[src/rtl/sd_spi_pkg.sv]
// Shared constants, types and helpers for the SPI-mode SD card responder.
// Holds command indices, R1 bit positions, OCR fields, response lengths,
// the frame FSM state type and the serial CRC7 step function.
package sd_spi_pkg;

    // Command indices the responder understands
    localparam logic [5:0] CMD_GO_IDLE       = 6'd0;
    localparam logic [5:0] CMD_SEND_IF_COND  = 6'd8;
    localparam logic [5:0] ACMD_SEND_OP_COND = 6'd41;
    localparam logic [5:0] CMD_APP_CMD       = 6'd55;
    localparam logic [5:0] CMD_READ_OCR      = 6'd58;

    // R1 status bit positions
    localparam int unsigned R1_IDLE_BIT    = 0;
    localparam int unsigned R1_ILLEGAL_BIT = 2;
    localparam int unsigned R1_CRC_ERR_BIT = 3;

    // OCR voltage window (2.7-3.6 V)
    localparam logic [23:0] OCR_VOLT_WINDOW = 24'hFF8000;

    // Response lengths in bytes
    localparam int unsigned RESP_LEN_R1    = 1;
    localparam int unsigned RESP_LEN_R3R7  = 5;
    localparam int unsigned RESP_BYTES_MAX = 5;

    // Command frame geometry and idle line value
    localparam int unsigned FRAME_BYTES = 6;
    localparam logic [7:0]  FILL_BYTE   = 8'hFF;

    // CRC7 polynomial x^7 + x^3 + 1 (implicit x^7)
    localparam logic [6:0] CRC7_POLY = 7'h09;

    typedef enum logic [1:0] {
        ST_WAIT_CMD = 2'd0,
        ST_RX_CMD   = 2'd1,
        ST_NCR      = 2'd2,
        ST_TX_RESP  = 2'd3
    } state_t;

    // Decoded command fields of the frame being received
    typedef struct packed {
        logic [5:0]  index;
        logic [31:0] arg;
    } cmd_fields_t;

    // One serial CRC7 step, MSB-first data
    function automatic logic [6:0] crc7_step(input logic [6:0] crc, input logic din);
        logic fb;
        fb = din ^ crc[6];
        return {crc[5:0], 1'b0} ^ (fb ? CRC7_POLY : 7'h00);
    endfunction

endpackage

[src/rtl/sd_crc7.sv]
// Serial CRC7 accumulator, one bit per enable.
// Ports: clk, rst_n; clr restarts the CRC (combined with en, the bit is
// folded into a fresh CRC); en shifts din in; crc is the running value.
module sd_crc7
    import sd_spi_pkg::*;
(
    input  logic       clk,
    input  logic       rst_n,
    input  logic       clr,
    input  logic       en,
    input  logic       din,
    output logic [6:0] crc
);

    always_ff @(posedge clk or negedge rst_n) begin
        if (!rst_n) begin
            crc <= 7'h00;
        end else if (en) begin
            crc <= crc7_step(clr ? 7'h00 : crc, din);
        end else if (clr) begin
            crc <= 7'h00;
        end
    end

endmodule

[src/rtl/sd_spi_card_responder.sv]
// SPI-mode SD card responder: parses 48-bit command frames from the host
// and answers with R1/R3/R7 responses, modelling the card init sequence.
// Ports:
//   clk, rst_n          system clock (>= 4x spi_clk), async active-low reset
//   spi_clk, cs, mosi   host SPI signals (mode 0, cs active low)
//   miso                card data out, MSB first, 1 while deselected
//   in_spi_mode         CMD0 accepted
//   card_ready          in SPI mode and no longer idle
//   cmd_valid           one-clk pulse per decoded frame
//   cmd_index, cmd_arg  fields of the last decoded frame
module sd_spi_card_responder
    import sd_spi_pkg::*;
#(
    parameter int unsigned NCR           = 1,
    parameter int unsigned INIT_POLLS    = 2,
    parameter int unsigned HIGH_CAPACITY = 1,
    parameter int unsigned MIN_INIT_CLKS = 74
) (
    input  logic        clk,
    input  logic        rst_n,
    input  logic        spi_clk,
    input  logic        cs,
    input  logic        mosi,
    output logic        miso,
    output logic        in_spi_mode,
    output logic        card_ready,
    output logic        cmd_valid,
    output logic [5:0]  cmd_index,
    output logic [31:0] cmd_arg
);

    localparam int unsigned INIT_W = (MIN_INIT_CLKS < 1) ? 1 : $clog2(MIN_INIT_CLKS + 1);
    localparam int unsigned POLL_W = (INIT_POLLS < 1) ? 1 : $clog2(INIT_POLLS + 1);
    localparam int unsigned RESP_W = 8 * RESP_BYTES_MAX;

    localparam logic [2:0] NCR_LAST  = 3'(NCR - 1);
    localparam logic [2:0] ARG_LAST  = 3'(FRAME_BYTES - 2);
    localparam logic [2:0] CRC_BYTE  = 3'(FRAME_BYTES - 1);
    localparam logic [2:0] LAST_R1   = 3'(RESP_LEN_R1 - 1);
    localparam logic [2:0] LAST_R3R7 = 3'(RESP_LEN_R3R7 - 1);

    // Input synchronisers and edge detect
    logic [1:0] sck_sync;
    logic [1:0] cs_sync;
    logic [1:0] mosi_sync;
    logic       sck_d;
    logic       sck_s;
    logic       cs_act;
    logic       mosi_s;
    logic       rise;
    logic       fall;

    always_ff @(posedge clk or negedge rst_n) begin
        if (!rst_n) begin
            sck_sync  <= 2'b00;
            cs_sync   <= 2'b11;
            mosi_sync <= 2'b11;
            sck_d     <= 1'b0;
        end else begin
            sck_sync  <= {sck_sync[0], spi_clk};
            cs_sync   <= {cs_sync[0], cs};
            mosi_sync <= {mosi_sync[0], mosi};
            sck_d     <= sck_sync[1];
        end
    end

    assign sck_s  = sck_sync[1];
    assign cs_act = ~cs_sync[1];
    assign mosi_s = mosi_sync[1];
    assign rise   = sck_s & ~sck_d;
    assign fall   = ~sck_s & sck_d;

    // Receive shifter; bit counter aligns bytes to the cs falling edge
    logic [2:0] bit_cnt;
    logic [6:0] rx_shift;
    logic [7:0] rx_byte_c;
    logic       byte_done_c;

    always_ff @(posedge clk or negedge rst_n) begin
        if (!rst_n) begin
            bit_cnt  <= 3'd0;
            rx_shift <= 7'h00;
        end else if (!cs_act) begin
            bit_cnt  <= 3'd0;
        end else if (rise) begin
            bit_cnt  <= 3'(bit_cnt + 3'd1);
            rx_shift <= {rx_shift[5:0], mosi_s};
        end
    end

    assign rx_byte_c   = {rx_shift, mosi_s};
    assign byte_done_c = cs_act & rise & (bit_cnt == 3'd7);

    // Power-up clock counter, saturating
    logic [INIT_W-1:0] init_clk_cnt;
    logic              init_done;

    always_ff @(posedge clk or negedge rst_n) begin
        if (!rst_n) begin
            init_clk_cnt <= '0;
        end else if (!cs_act && rise && !init_done) begin
            init_clk_cnt <= INIT_W'(init_clk_cnt + 1'b1);
        end
    end

    assign init_done = (init_clk_cnt == INIT_W'(MIN_INIT_CLKS));

    // Frame FSM: state register
    state_t     state;
    state_t     state_nxt;
    logic [2:0] byte_cnt;
    logic [2:0] byte_cnt_nxt;
    logic       frame_done_c;
    logic [2:0] resp_last;

    always_ff @(posedge clk or negedge rst_n) begin
        if (!rst_n) begin
            state    <= ST_WAIT_CMD;
            byte_cnt <= 3'd0;
        end else begin
            state    <= state_nxt;
            byte_cnt <= byte_cnt_nxt;
        end
    end

    // Frame FSM: next state, advancing once per completed byte
    always_comb begin
        state_nxt    = state;
        byte_cnt_nxt = byte_cnt;
        frame_done_c = 1'b0;
        if (!cs_act) begin
            state_nxt    = ST_WAIT_CMD;
            byte_cnt_nxt = 3'd0;
        end else if (byte_done_c) begin
            case (state)
                ST_WAIT_CMD: begin
                    if (rx_byte_c[7:6] == 2'b01) begin
                        state_nxt    = ST_RX_CMD;
                        byte_cnt_nxt = 3'd1;
                    end
                end
                ST_RX_CMD: begin
                    if (byte_cnt == CRC_BYTE) begin
                        state_nxt    = ST_NCR;
                        byte_cnt_nxt = 3'd0;
                        frame_done_c = 1'b1;
                    end else begin
                        byte_cnt_nxt = 3'(byte_cnt + 3'd1);
                    end
                end
                ST_NCR: begin
                    if (byte_cnt == NCR_LAST) begin
                        state_nxt    = ST_TX_RESP;
                        byte_cnt_nxt = 3'd0;
                    end else begin
                        byte_cnt_nxt = 3'(byte_cnt + 3'd1);
                    end
                end
                ST_TX_RESP: begin
                    if (byte_cnt == resp_last) begin
                        state_nxt    = ST_WAIT_CMD;
                        byte_cnt_nxt = 3'd0;
                    end else begin
                        byte_cnt_nxt = 3'(byte_cnt + 3'd1);
                    end
                end
                default: begin
                    state_nxt    = ST_WAIT_CMD;
                    byte_cnt_nxt = 3'd0;
                end
            endcase
        end
    end

    // CRC over bytes 1..5; restarted at every byte while hunting for a frame
    // start, since the first byte is only recognised once it is complete
    logic [6:0] crc7;
    logic       crc_clr;
    logic       crc_en;

    assign crc_clr = cs_act & rise & (state == ST_WAIT_CMD) & (bit_cnt == 3'd0);
    assign crc_en  = cs_act & rise &
                     ((state == ST_WAIT_CMD) || ((state == ST_RX_CMD) && (byte_cnt <= ARG_LAST)));

    sd_crc7 u_crc7 (
        .clk   (clk),
        .rst_n (rst_n),
        .clr   (crc_clr),
        .en    (crc_en),
        .din   (mosi_s),
        .crc   (crc7)
    );

    // Capture index and argument of the frame in flight
    cmd_fields_t frame;

    always_ff @(posedge clk or negedge rst_n) begin
        if (!rst_n) begin
            frame <= '0;
        end else if (byte_done_c) begin
            if ((state == ST_WAIT_CMD) && (rx_byte_c[7:6] == 2'b01)) begin
                frame.index <= rx_byte_c[5:0];
            end else if ((state == ST_RX_CMD) && (byte_cnt <= ARG_LAST)) begin
                frame.arg <= {frame.arg[23:0], rx_byte_c};
            end
        end
    end

    // Card flags
    logic              idle;
    logic              app_cmd;
    logic [POLL_W-1:0] polls_left;

    // Command decode; applied on the clock the crc byte completes
    logic              dec_idle;
    logic              dec_app;
    logic [POLL_W-1:0] dec_polls;
    logic              dec_spi;
    logic [RESP_W-1:0] dec_resp;
    logic [2:0]        dec_last;

    always_comb begin : decode
        logic        crc_ok;
        logic        illegal;
        logic        crc_err;
        logic        respond;
        logic        long_resp;
        logic [31:0] extra;
        logic [7:0]  r1;

        dec_idle  = idle;
        dec_app   = 1'b0;
        dec_polls = polls_left;
        dec_spi   = in_spi_mode;
        crc_ok    = (rx_byte_c == {crc7, 1'b1});
        illegal   = 1'b0;
        crc_err   = 1'b0;
        respond   = 1'b1;
        long_resp = 1'b0;
        extra     = 32'hFFFF_FFFF;
        r1        = 8'h00;

        // Until CMD0 is accepted the card stays silent to everything else
        if (!in_spi_mode && !((frame.index == CMD_GO_IDLE) && init_done)) begin
            respond = 1'b0;
        end else begin
            case (frame.index)
                CMD_GO_IDLE: begin
                    if (crc_ok) begin
                        dec_spi   = 1'b1;
                        dec_idle  = 1'b1;
                        dec_polls = POLL_W'(INIT_POLLS);
                    end else begin
                        crc_err = 1'b1;
                    end
                end
                CMD_SEND_IF_COND: begin
                    if (crc_ok) begin
                        long_resp = 1'b1;
                        extra     = {20'h00000, frame.arg[11:0]};
                    end else begin
                        crc_err = 1'b1;
                    end
                end
                CMD_APP_CMD: begin
                    dec_app = 1'b1;
                end
                ACMD_SEND_OP_COND: begin
                    if (!app_cmd) begin
                        illegal = 1'b1;
                    end else if (polls_left != '0) begin
                        dec_polls = POLL_W'(polls_left - 1'b1);
                    end else begin
                        dec_idle = 1'b0;
                    end
                end
                CMD_READ_OCR: begin
                    long_resp = 1'b1;
                    extra     = {~dec_idle, 1'(HIGH_CAPACITY), 6'b000000, OCR_VOLT_WINDOW};
                end
                default: begin
                    illegal = 1'b1;
                end
            endcase
        end

        r1[R1_IDLE_BIT]    = dec_idle;
        r1[R1_ILLEGAL_BIT] = illegal;
        r1[R1_CRC_ERR_BIT] = crc_err;
        dec_resp = respond ? {r1, extra} : {RESP_W{1'b1}};
        dec_last = (respond && long_resp) ? LAST_R3R7 : LAST_R1;
    end

    // Flags and command report outputs
    always_ff @(posedge clk or negedge rst_n) begin
        if (!rst_n) begin
            idle        <= 1'b1;
            app_cmd     <= 1'b0;
            polls_left  <= POLL_W'(INIT_POLLS);
            in_spi_mode <= 1'b0;
            card_ready  <= 1'b0;
            cmd_valid   <= 1'b0;
            cmd_index   <= 6'd0;
            cmd_arg     <= 32'd0;
        end else begin
            cmd_valid <= frame_done_c;
            if (frame_done_c) begin
                idle        <= dec_idle;
                app_cmd     <= dec_app;
                polls_left  <= dec_polls;
                in_spi_mode <= dec_spi;
                card_ready  <= dec_spi & ~dec_idle;
                cmd_index   <= frame.index;
                cmd_arg     <= frame.arg;
            end
        end
    end

    // Transmit path: next byte is loaded on the falling edge that opens it
    logic [7:0]        tx_shift;
    logic [RESP_W-1:0] resp_buf;
    logic              tx_load_c;
    logic [7:0]        tx_byte_c;

    assign tx_load_c = cs_act & fall & (bit_cnt == 3'd0);
    assign tx_byte_c = (state == ST_TX_RESP) ? resp_buf[RESP_W-1 -: 8] : FILL_BYTE;

    always_ff @(posedge clk or negedge rst_n) begin
        if (!rst_n) begin
            tx_shift  <= FILL_BYTE;
            miso      <= 1'b1;
            resp_buf  <= {RESP_W{1'b1}};
            resp_last <= LAST_R1;
        end else begin
            if (frame_done_c) begin
                resp_buf  <= dec_resp;
                resp_last <= dec_last;
            end
            if (!cs_act) begin
                tx_shift <= FILL_BYTE;
                miso     <= 1'b1;
            end else if (tx_load_c) begin
                tx_shift <= tx_byte_c;
                miso     <= tx_byte_c[7];
                if (state == ST_TX_RESP) begin
                    resp_buf <= {resp_buf[RESP_W-9:0], FILL_BYTE};
                end
            end else if (fall) begin
                tx_shift <= {tx_shift[6:0], 1'b1};
                miso     <= tx_shift[6];
            end
        end
    end

endmodule

[config.mk]
export PLATFORM = sky130hd
export DESIGN_NAME = sd_spi_card_responder
export DESIGN_NICKNAME = d
export VERILOG_FILES = /design/src/rtl/sd_spi_pkg.sv /design/src/rtl/sd_crc7.sv /design/src/rtl/sd_spi_card_responder.sv
export SDC_FILE = /design/constraint.sdc
export NUM_CORES = 1
export LEC_CHECK = 0
export CAP_MARGIN = 20
export CORE_AREA = 3 3 116 118
export DETAILED_ROUTE_END_ITERATION = 8
export DIE_AREA = 0 0 119 121
export PLACE_DENSITY = 0.79
export RECOVER_POWER = 50
export SLEW_MARGIN = 20
export SYNTH_ARGS = -nofsm -noshare
export SYNTH_HDL_FRONTEND = slang
export SYNTH_HIERARCHICAL = 1
export SYNTH_SLANG_ARGS = --single-unit
[constraint.sdc]
create_clock -name clk -period 4.2 [get_ports clk]
set_input_delay 0.84 -clock clk [delete_from_list [all_inputs] [get_ports clk]]
set_output_delay 0.84 -clock clk [all_outputs]
set_load 0.05 [all_outputs]
======== Word-level counts from Yosys, hierarchy flattened ========
Index checks and enable logic that the tools add are counted.
word-level totals
  register bits after elaboration ......... 170
  word-level logic and storage cells ...... 156
  output and inout port bits .............. 42
  bits in latches ......................... 0
  memory bits (writable) .................. 0
  memories ................................ 0
  input bits .............................. 5
  bits in read-only memories .............. 0
operators by class
  shift operators ......................... 0
  order comparisons ....................... 1
  eq/ne operators ......................... 20
  add/subtract/negate cells ............... 4
  divide/modulo/power cells ............... 0
  reduce and logical (&&, ||, !) cells .... 28
  multipliers ............................. 0
  multiplexer cells ....................... 60
  bitwise operators ....................... 19
operator list
  cell                                                 number
  2-to-1 mux 40 bit                                    5
  one-hot mux 32 bit (2 select lines)                  1
  2-to-1 mux 7 bit                                     5
  2-to-1 mux 32 bit                                    1
  2-to-1 mux 3 bit                                     9
  2-to-1 mux 1 bit                                     22
  equality test 6 bit, second input constant           3
  2-to-1 mux 2 bit                                     9
  != test 3 bit, second input constant                 4
  one-hot mux 3 bit (4 select lines)                   1
  bitwise AND 1 bit                                    10
  equality test 8 bit                                  1
  2-to-1 mux 8 bit                                     1
  one-hot mux 2 bit (4 select lines)                   1
  nonzero test 2 bit                                   4
  adder 7 x 1 -> 7 bit, second input constant          1
  equality test 7 bit, second input constant           1
  logical AND 1 bit                                    7
  inverter 1 bit                                       7
  XOR 7 bit                                            1
  adder 3 x 1 -> 3 bit, second input constant          2
  equality test 3 bit, second input constant           2
  equality test 6 x 4 -> 1 bit, second input constant  1
  zero test 3 bit                                      2
  21 further kinds                                     31

======== Longest topological paths before layout ========
Gate-level depths: netlist of run 1.
  word-level depth ........................ 10
  gate-level depth with buffers ........... 10
  mapped depth without buffers ............ 8

======== Cells and area by module ========
The synthesis of run 1 kept the hierarchy.
by module, submodules not included
  module                 area an instance (um^2)  sequential area each (um^2)  cells an instance  instances
  sd_spi_card_responder  7118.1                   4096.4                       679                1
  sd_crc7                331.6                    175.2                        31                 1

======== Worst setup path after synthesis of run 1 ========
OpenSTA, ideal clock, no wires.
  path type ............................... flip-flop to flip-flop
  start point ............................. reg bit_cnt[0]
  end point ............................... reg frame[28] (netlist name)
  cell stages (with the launch flop) ...... 9
  required time ........................... 4072 ps
  period minus slack after synthesis ...... 1942 ps
  path slack .............................. 2258 ps
  arrival ................................. 1815 ps
  buffers on the path ..................... 2
  cell sequence ........................... dfrtp_1 -> ha_1 -> ha_1 -> nand4bb_1 -> or2_2 -> nand2b_1 -> clkbuf_1 -> buf_2 -> mux2_1
on the way
  longest elaborated chain between the ends .. 3
RTL lines
  element                               line                          text
  start: declaration                    sd_spi_card_responder.sv:74   logic [2:0] bit_cnt;
  start signal: assignment              sd_spi_card_responder.sv:86   bit_cnt <= 3'(bit_cnt + 3'd1);
  equality test 3 bit                   sd_spi_card_responder.sv:92   assign byte_done_c = cs_act & rise & (bit_cnt == 3'd7);
  bitwise AND 1 bit                     sd_spi_card_responder.sv:92
  AND reduction 3 bit (no source line)  --
  end: declaration                      sd_spi_card_responder.sv:195  cmd_fields_t frame;
No other way between the ends.
A chain may end at the register's enable or synchronous reset.

======== Final worst setup path of run 1 ========
  start point ............................. reg cs_sync[1]
  end point ............................... reg resp_buf[28]
on the way
  longest elaborated chain between the ends .. 9
  elaborated cells between the ends (all ways) .. 11
  classes of those cells .................. mux (6); bitwise (5)
RTL lines
  element                          line                          text
  start: declaration               sd_spi_card_responder.sv:44   logic [1:0] cs_sync;
  start signal: assignment         sd_spi_card_responder.sv:61   cs_sync <= {cs_sync[0], cs};
  inverter 1 bit (no source line)  --
  bitwise AND 1 bit (2 in a row)   sd_spi_card_responder.sv:92
  2-to-1 mux 1 bit                 sd_spi_card_responder.sv:134  end else if (byte_done_c) begin
  2-to-1 mux 1 bit                 sd_spi_card_responder.sv:131  if (!cs_act) begin
  2-to-1 mux 40 bit                sd_spi_card_responder.sv:335  if (frame_done_c) begin
  2-to-1 mux 40 bit                sd_spi_card_responder.sv:345  if (state == ST_TX_RESP) begin
  2-to-1 mux 40 bit                sd_spi_card_responder.sv:342  end else if (tx_load_c) begin
  2-to-1 mux 40 bit *              sd_spi_card_responder.sv:339  if (!cs_act) begin
  end signal: assignment           sd_spi_card_responder.sv:332  resp_buf <= {RESP_W{1'b1}};
  end signal: assignment           sd_spi_card_responder.sv:336  resp_buf <= dec_resp;
  end signal: assignment           sd_spi_card_responder.sv:346  resp_buf <= {resp_buf[RESP_W-9:0], FILL_BYTE};
  end: declaration                 sd_spi_card_responder.sv:321  logic [RESP_W-1:0] resp_buf;
Every way passes the cells marked *; elsewhere a longest branch is shown, timed or not.

==> summary.txt, run 1 <==
I/O pin count: 47
TritonCTS buffer count: 17
Initial antenna violation count: 0
Congestion Overflow GR: 0
Gpl congestion: 0.903
Async SR Flop Fraction: 100%
First-pass GRT wire length: 27.8 mm
Die Span X: 119 µm
Core area: 12600 µm²
Post-synth top area share: 38.3%
Number of max-cap violations: 1
Top-count cell post-synth: nand2_1
Crit path buf inv count: 1
WL final: 16.4 mm
Area contributors post-synth: dfrtp_1 38%, dfstp_2 19%, nand2_1 8.0%, mux2_2 6.7%, nor2_1 3.0%
Final slew viol count: 89
Overall power: 3.86 mW
Clk_lat worst skew: 430 ps
Failing checks: capacitance limit, slew limit
Crit Path Max Fanout: 34
Worst endpoint required time: 4530 ps
Cell variety after synth: 59
Net Sw Frac: 23.7%
Endpoints failing setup: 0
Die Ht: 121 µm
Synth warn: 6
Worst ir drop on vdd: 0.298 mV
Num rows: 41
Worst-path clk slew: 60 ps
Worst r2r src: cs_sync[1]
WL/cell: 17.7 µm
Worst slew pin tran: 2180 ps
Leakage: 4.00 nW
CTS Sinks: 168
Post-route insts no fill: 928
Arr. time, crit path: 3410 ps
Post-cts sizing count: 0
Synth Area in XOR/XNOR: 1.76%
Simple-gate area share of the yosys netlist: 17.1%
# hold bufs at CTS: 0
Largest stage delay, worst path: 950 ps
Post-layout util: 69.1%
Critical Path, Cell by Cell: nand4bb_1 -> or2_2 -> inv_1 -> o21ai_0 -> o21a_1 -> a21oi_1
Dpl cells: 896
Critical path type: register to register
Hold Crit Start: mosi_sync[0]
Seq pwr share: 46.3%
Final worst clock skew: 8.47 ps
Fillers: 881
Synth Area in Compound Gates: 10.3%
Worst-path cell with the longest stage delay: dfstp_1
DRT iter0 DRCs: 416
Share of the yosys chip area belonging to registers: 57.3%
Outcome: finished with violations
Gate power share: 7.2%
Setup Fix Bufs, Post-CTS: 0
Vias in the first global route: 5562
Critical Path Start: cs_sync[1]
Pwr/cell area: 444 nW/µm²
Clock share of power: 46.6%
Share of cells above drive strength 1: 20.4%
CTS tree: built
Clk buf depth: 2
PortBufs: 46
Root Driver: clkbuf_16
Final period util: 73.2%
Net load switching power: 0.915 mW
Starting Density: 59.3%
Min cycle time layout: 3080 ps
Number of vias per cell: 5.73
Syn_nets: 728
Drt first pass iters: 7
Post-synthesis cell count: 710
Mapped Area: 7450 µm²
Rel. slew slack: -45.2%
Avg Cell Area, Syn: 10.5 µm²
DRC viols: 0
Flops & latches, synth: 168
Post-synth top area cell: dfrtp_1
RSZ-0062 raised after global routing: no
Fin Setup TNS: 0 ps
Pin count of the biggest net entering global routing: 89
Worst Setup End Kind: register
Number of synthesized flops with an enable pin: 0
Commonest cells in the netlist: 159 x nand2_1, 114 x dfrtp_1, 60 x nor2_1
Mux cell area share after synthesis: 7.74%
Worst slack, placed: 1400 ps
Largest family of logic cells by synthesized area: simple AND/OR/NAND/NOR gates
Full die area: 14400 µm²
Post-route setup slack: 1120 ps
H-tree depth: 4
Synthesis-to-finish area growth: 16.6%
Ys flop type: dfrtp_1
Fmax: 325 MHz
CP top delay family: flip-flops
Post-synthesis adder-cell area fraction: 2.18%
Dpl hpwl: 10.4 mm
ANT cells: 0
CP startpoint kind: register
Routed Antenna Nets: 0
Layout Nets: 761
Int Power: 2.94 mW
Final hold vios: 0
HP Class: register to register
Via Count: 5316
Total global routing track utilization: 24.4%
[sequential cells by signal (all words and copies together), names as in the netlist, 6 cells and up]
| register | count |
|---|---|
| tx_shift | 7 |
| frame | 38 |
| u_crc7/crc | 7 |
| init_clk_cnt | 7 |
| cmd_index | 6 |
| resp_buf | 40 |
| cmd_arg | 32 |
| rx_shift | 7 |
[cells by family (layout without fill, tap and decap cells)]
| family | after synthesis | after routing |
|---|---|---|
| buffers and inverters | 65 | 111 |
| flip-flops | 168 | 168 |
| XOR/XNOR | 15 | 15 |
| adder cells (fa/ha/maj) | 13 | 13 |
| AND/OR/NAND/NOR | 283 | 283 |
| AO/OA/AOI/OAI | 114 | 114 |
| multiplexers | 52 | 52 |
[through the flow]
stage,hold WS [ps],area [µm²]
2_1_floorplan,331,7450
3_3_place_gp,347,8020
3_5_place_dp,354,8020
4_1_cts,363,8700
5_1_grt,365,8690
6_report,361,8690
[final timing paths]
path | depth (start not counted) | endpoint | slack, ps
max in group asynchronous | 2 | mosi_sync[1] | 1740
min in group asynchronous | 1 | cmd_arg[30] | 1030
max reg2reg | 6 | resp_buf[28] | 1120
min reg2reg | 0 | mosi_sync[1] | 360
min | 0 | mosi_sync[1] | 360
max | 6 | resp_buf[28] | 1120
[layout make-up]
| type | count | area [µm²] | area share, % |
|---|---|---|---|
| clock buffers | 18 | 439 | 5.05 |
| repair buffers | 55 | 519 | 5.98 |
| multi-input cells | 477 | 2910 | 33.5 |
| inverters | 24 | 90.1 | 1.04 |
| clock inverters | 14 | 245 | 2.82 |
| flip-flops and latches | 168 | 4270 | 49.2 |
| well taps | 172 | 215 | 2.48 |
[power by group through the flow]
stage | Clock [mW] | Combinational, mW | Sequential, mW
floorplan | 0 | 0.208 | 1.78
global placement | 0 | 0.265 | 1.81
detailed placement | 0 | 0.279 | 1.81
CTS | 1.81 | 0.281 | 1.78
global route | 1.88 | 0.312 | 1.80
finish | 1.80 | 0.276 | 1.78
[placed cells by master (no fill, tap or decap), drive strengths merged, types with 4 or more instances in the layout]
cell	Yosys	routed
o21ai	30	30
inv	24	25
mux2	45	45
dfrtp	114	114
ha	13	13
bufinv	0	6
clkdlybuf4s50	0	42
nand2	159	159
nor3	19	19
clkbuf	25	20
dfstp	54	54
nor3b	4	4
clkinv	0	6
a311oi	7	7
xnor2	10	10
a211o	7	7
or2	4	4
a31oi	7	7
nand4	5	5
mux2i	7	7
xor2	5	5
nor2b	6	6
buf	16	8
nor2	60	60
o21a	16	16
a21oi	29	29
[metal layers]
layer	wire length [µm]	vias up	global-route usage [%]	part of all wire, %
met5	0	-	0	0
met4	253	0	8.98	1.5
met1	7210	2688	32.4	44
met3	787	22	5.13	4.8
met2	8160	153	40.0	50
li1	-	2453	-	-
[worst register-to-register path, delay by kind of cell (launching register included)]
kind,cells,cell delay (ps)
compound gates,3,730
buf+inv,1,470
flops,1,950
simple gates,2,830
Power figures use the tool's default switching activity.
==> run 2, diff against run 1 <==
- CORE_AREA: 3 3 116 118 -> 3 3 123 125
- DIE_AREA: 0 0 119 121 -> 0 0 126 128
- PLACE_DENSITY: 0.79 -> 0.74
- clock period: 4.2 -> 2.7 ns (I/O delays scaled with it)
==> summary.txt, run 2 (same netlist as run 1, synthesis figures left out) <==
Reg2reg setup slack: 450 ps
Fmax: 426 MHz
Levels on crit path: 1
DRT iter0 DRCs: 478
Number of max-cap violations: 0
First-pass GRT wire length: 26.5 mm
Post-route setup slack: 352 ps
Critical Path Start: in_spi_mode
# hold bufs at CTS: 0
Total global routing track utilization: 20.4%
CTS tree: built
Worst endpoint required time: 2160 ps
Via Count: 5228
Worst-path clk slew: 60 ps
Cell depth of the worst hold path: 0
WL final: 15.6 mm
I/O pin count: 47
CP top delay family: buffers and inverters
Post-DP Area: 8100 µm²
Worst slew pin tran: 1470 ps
Clk_lat worst skew: 430 ps
Largest register FFs: 40
End of the critical path: in_spi_mode
Number of vias per cell: 5.54
Num rows: 43
Congestion Overflow GR: 0
Arr. time, crit path: 1810 ps
Most common cell after layout, fill and taps aside: nand2_1
Critical path type: register to output port
Endpoints failing setup: 0
Worst-path cell with the longest stage delay: clkdlybuf4s50_1
Rel. slew slack: 2.25%
Die Ht: 128 µm
ANT cells: 0
Crit path buf inv count: 1
Fillers: 1137
Final period util: 87.0%
WL/cell: 16.5 µm
Worst slack, placed: 527 ps
Min cycle time layout: 2350 ps
Multi-input logic area: 2910 µm²
Layout Nets: 768
Final hold vios: 0
Post-cts sizing count: 0
Root Driver: clkbuf_16
Final slew viol count: 0
Synthesis-to-finish area growth: 16.3%
Clk buf depth: 2
DRC viols: 0
Dpl cells: 911
Worst r2r path cells: 5
Pin count of the biggest net entering global routing: 69
Pwr/cell area: 641 nW/µm²
Routed Antenna Nets: 0
Core area: 14000 µm²
Critical R2R Capture: polls_left[0]
Met2 routed WL: 7.65 mm
CTS Sinks: 168
CP startpoint kind: register
Met3 wire len: 685 µm
Largest stage delay, worst path: 870 ps
Register area: 4270 µm²
Outcome: finished clean
RSZ-0062 raised after global routing: no
Starting Density: 53.3%
Leakage: 3.99 nW
Max layer used: met4
Final instance area: 8660 µm²
Full die area: 16100 µm²
HP Class: register to register
Die Span X: 126 µm
Worst r2r src: u_crc7/crc[6]
Gpl congestion: 0.856
H-tree depth: 4
M1 wire length: 6.95 mm
Vias in the first global route: 5351
Largest regs: resp_buf: 40 flops, frame: 38 flops, cmd_arg: 32 flops
PortBufs: 46
Fin Setup TNS: 0 ps
Most used cells in the layout excluding fill and tap cells: 159 x nand2_1, 114 x dfrtp_1, 60 x nor2_1
Final worst clock skew: 7.66 ps
Critical Path, Cell by Cell: clkdlybuf4s50_1
Crit Path Max Fanout: 5
Initial antenna violation count: 0
TritonCTS buffer count: 17
Dpl hpwl: 10.3 mm
Post-route insts no fill: 943
Setup Fix Bufs, Post-CTS: 0
Most flops, register: resp_buf
Share of cells above drive strength 1: 21.2%
Drt first pass iters: 5
Worst Setup End Kind: output port
Worst ir drop on vdd: 0.435 mV
run 2: changes by cell type in the layout (fill, tap and decap cells not counted), sizes merged:
cell / before / now
clkbuf: 20 / 24
buf: 8 / 13
clkinv: 6 / 7
inv: 25 / 29
bufinv: 6 / 0
clkinvlp: 1 / 0
run 2: stage by stage:
stage | util [%] | power, mW | hold WS [ps]
finish | 61.9 | 5.55 | 356
floorplan | - | 3.10 | 244
global route | 61.9 | 5.78 | 366
CTS | 62.0 | 5.59 | 80.2
global placement | 57.9 | 3.23 | 343
detailed placement | 57.9 | 3.26 | 347
run 2: layer usage:
| metal | GRT usage, % | vias up |
|---|---|---|
| li1 | - | 2465 |
| met1 | 27.4 | 2605 |
| met2 | 32.3 | 128 |
| met3 | 5.58 | 30 |
| met4 | 7.19 | 0 |
| met5 | 0 | - |
run 2: power by group:
| group | switching, mW | total [mW] | leakage [nW] | internal [mW] |
|---|---|---|---|---|
| clock network | 1.04 | 2.32 | 0.285 | 1.28 |
| logic | 0.264 | 0.449 | 1.58 | 0.185 |
| registers | 0.148 | 2.78 | 2.12 | 2.63 |
| total | 1.45 | 5.55 | 3.99 | 4.10 |
run 2: how the worst min path moves through the flow:
stage / from / endpoint / slack, ps
after floorplan: rst_n / app_cmd / 240
after global placement: sck_sync[0] / sck_sync[1] / 340
after detailed placement: mosi_sync[0] / mosi_sync[1] / 350
after CTS: rst_n / cmd_index[3] / 80
after global routing: cs_sync[0] / cs_sync[1] / 370
final: sck_sync[0] / sck_sync[1] / 360
run 2: cell type report:
class	instances	share of cell area [%]
Inverter	24	1.04
Tap cell	180	2.60
Multi-Input combinational cell	477	33.6
Clock inverter	12	1.26
Sequential cell	168	49.3
Clock buffer	20	5.39
Timing Repair Buffer	62	6.82
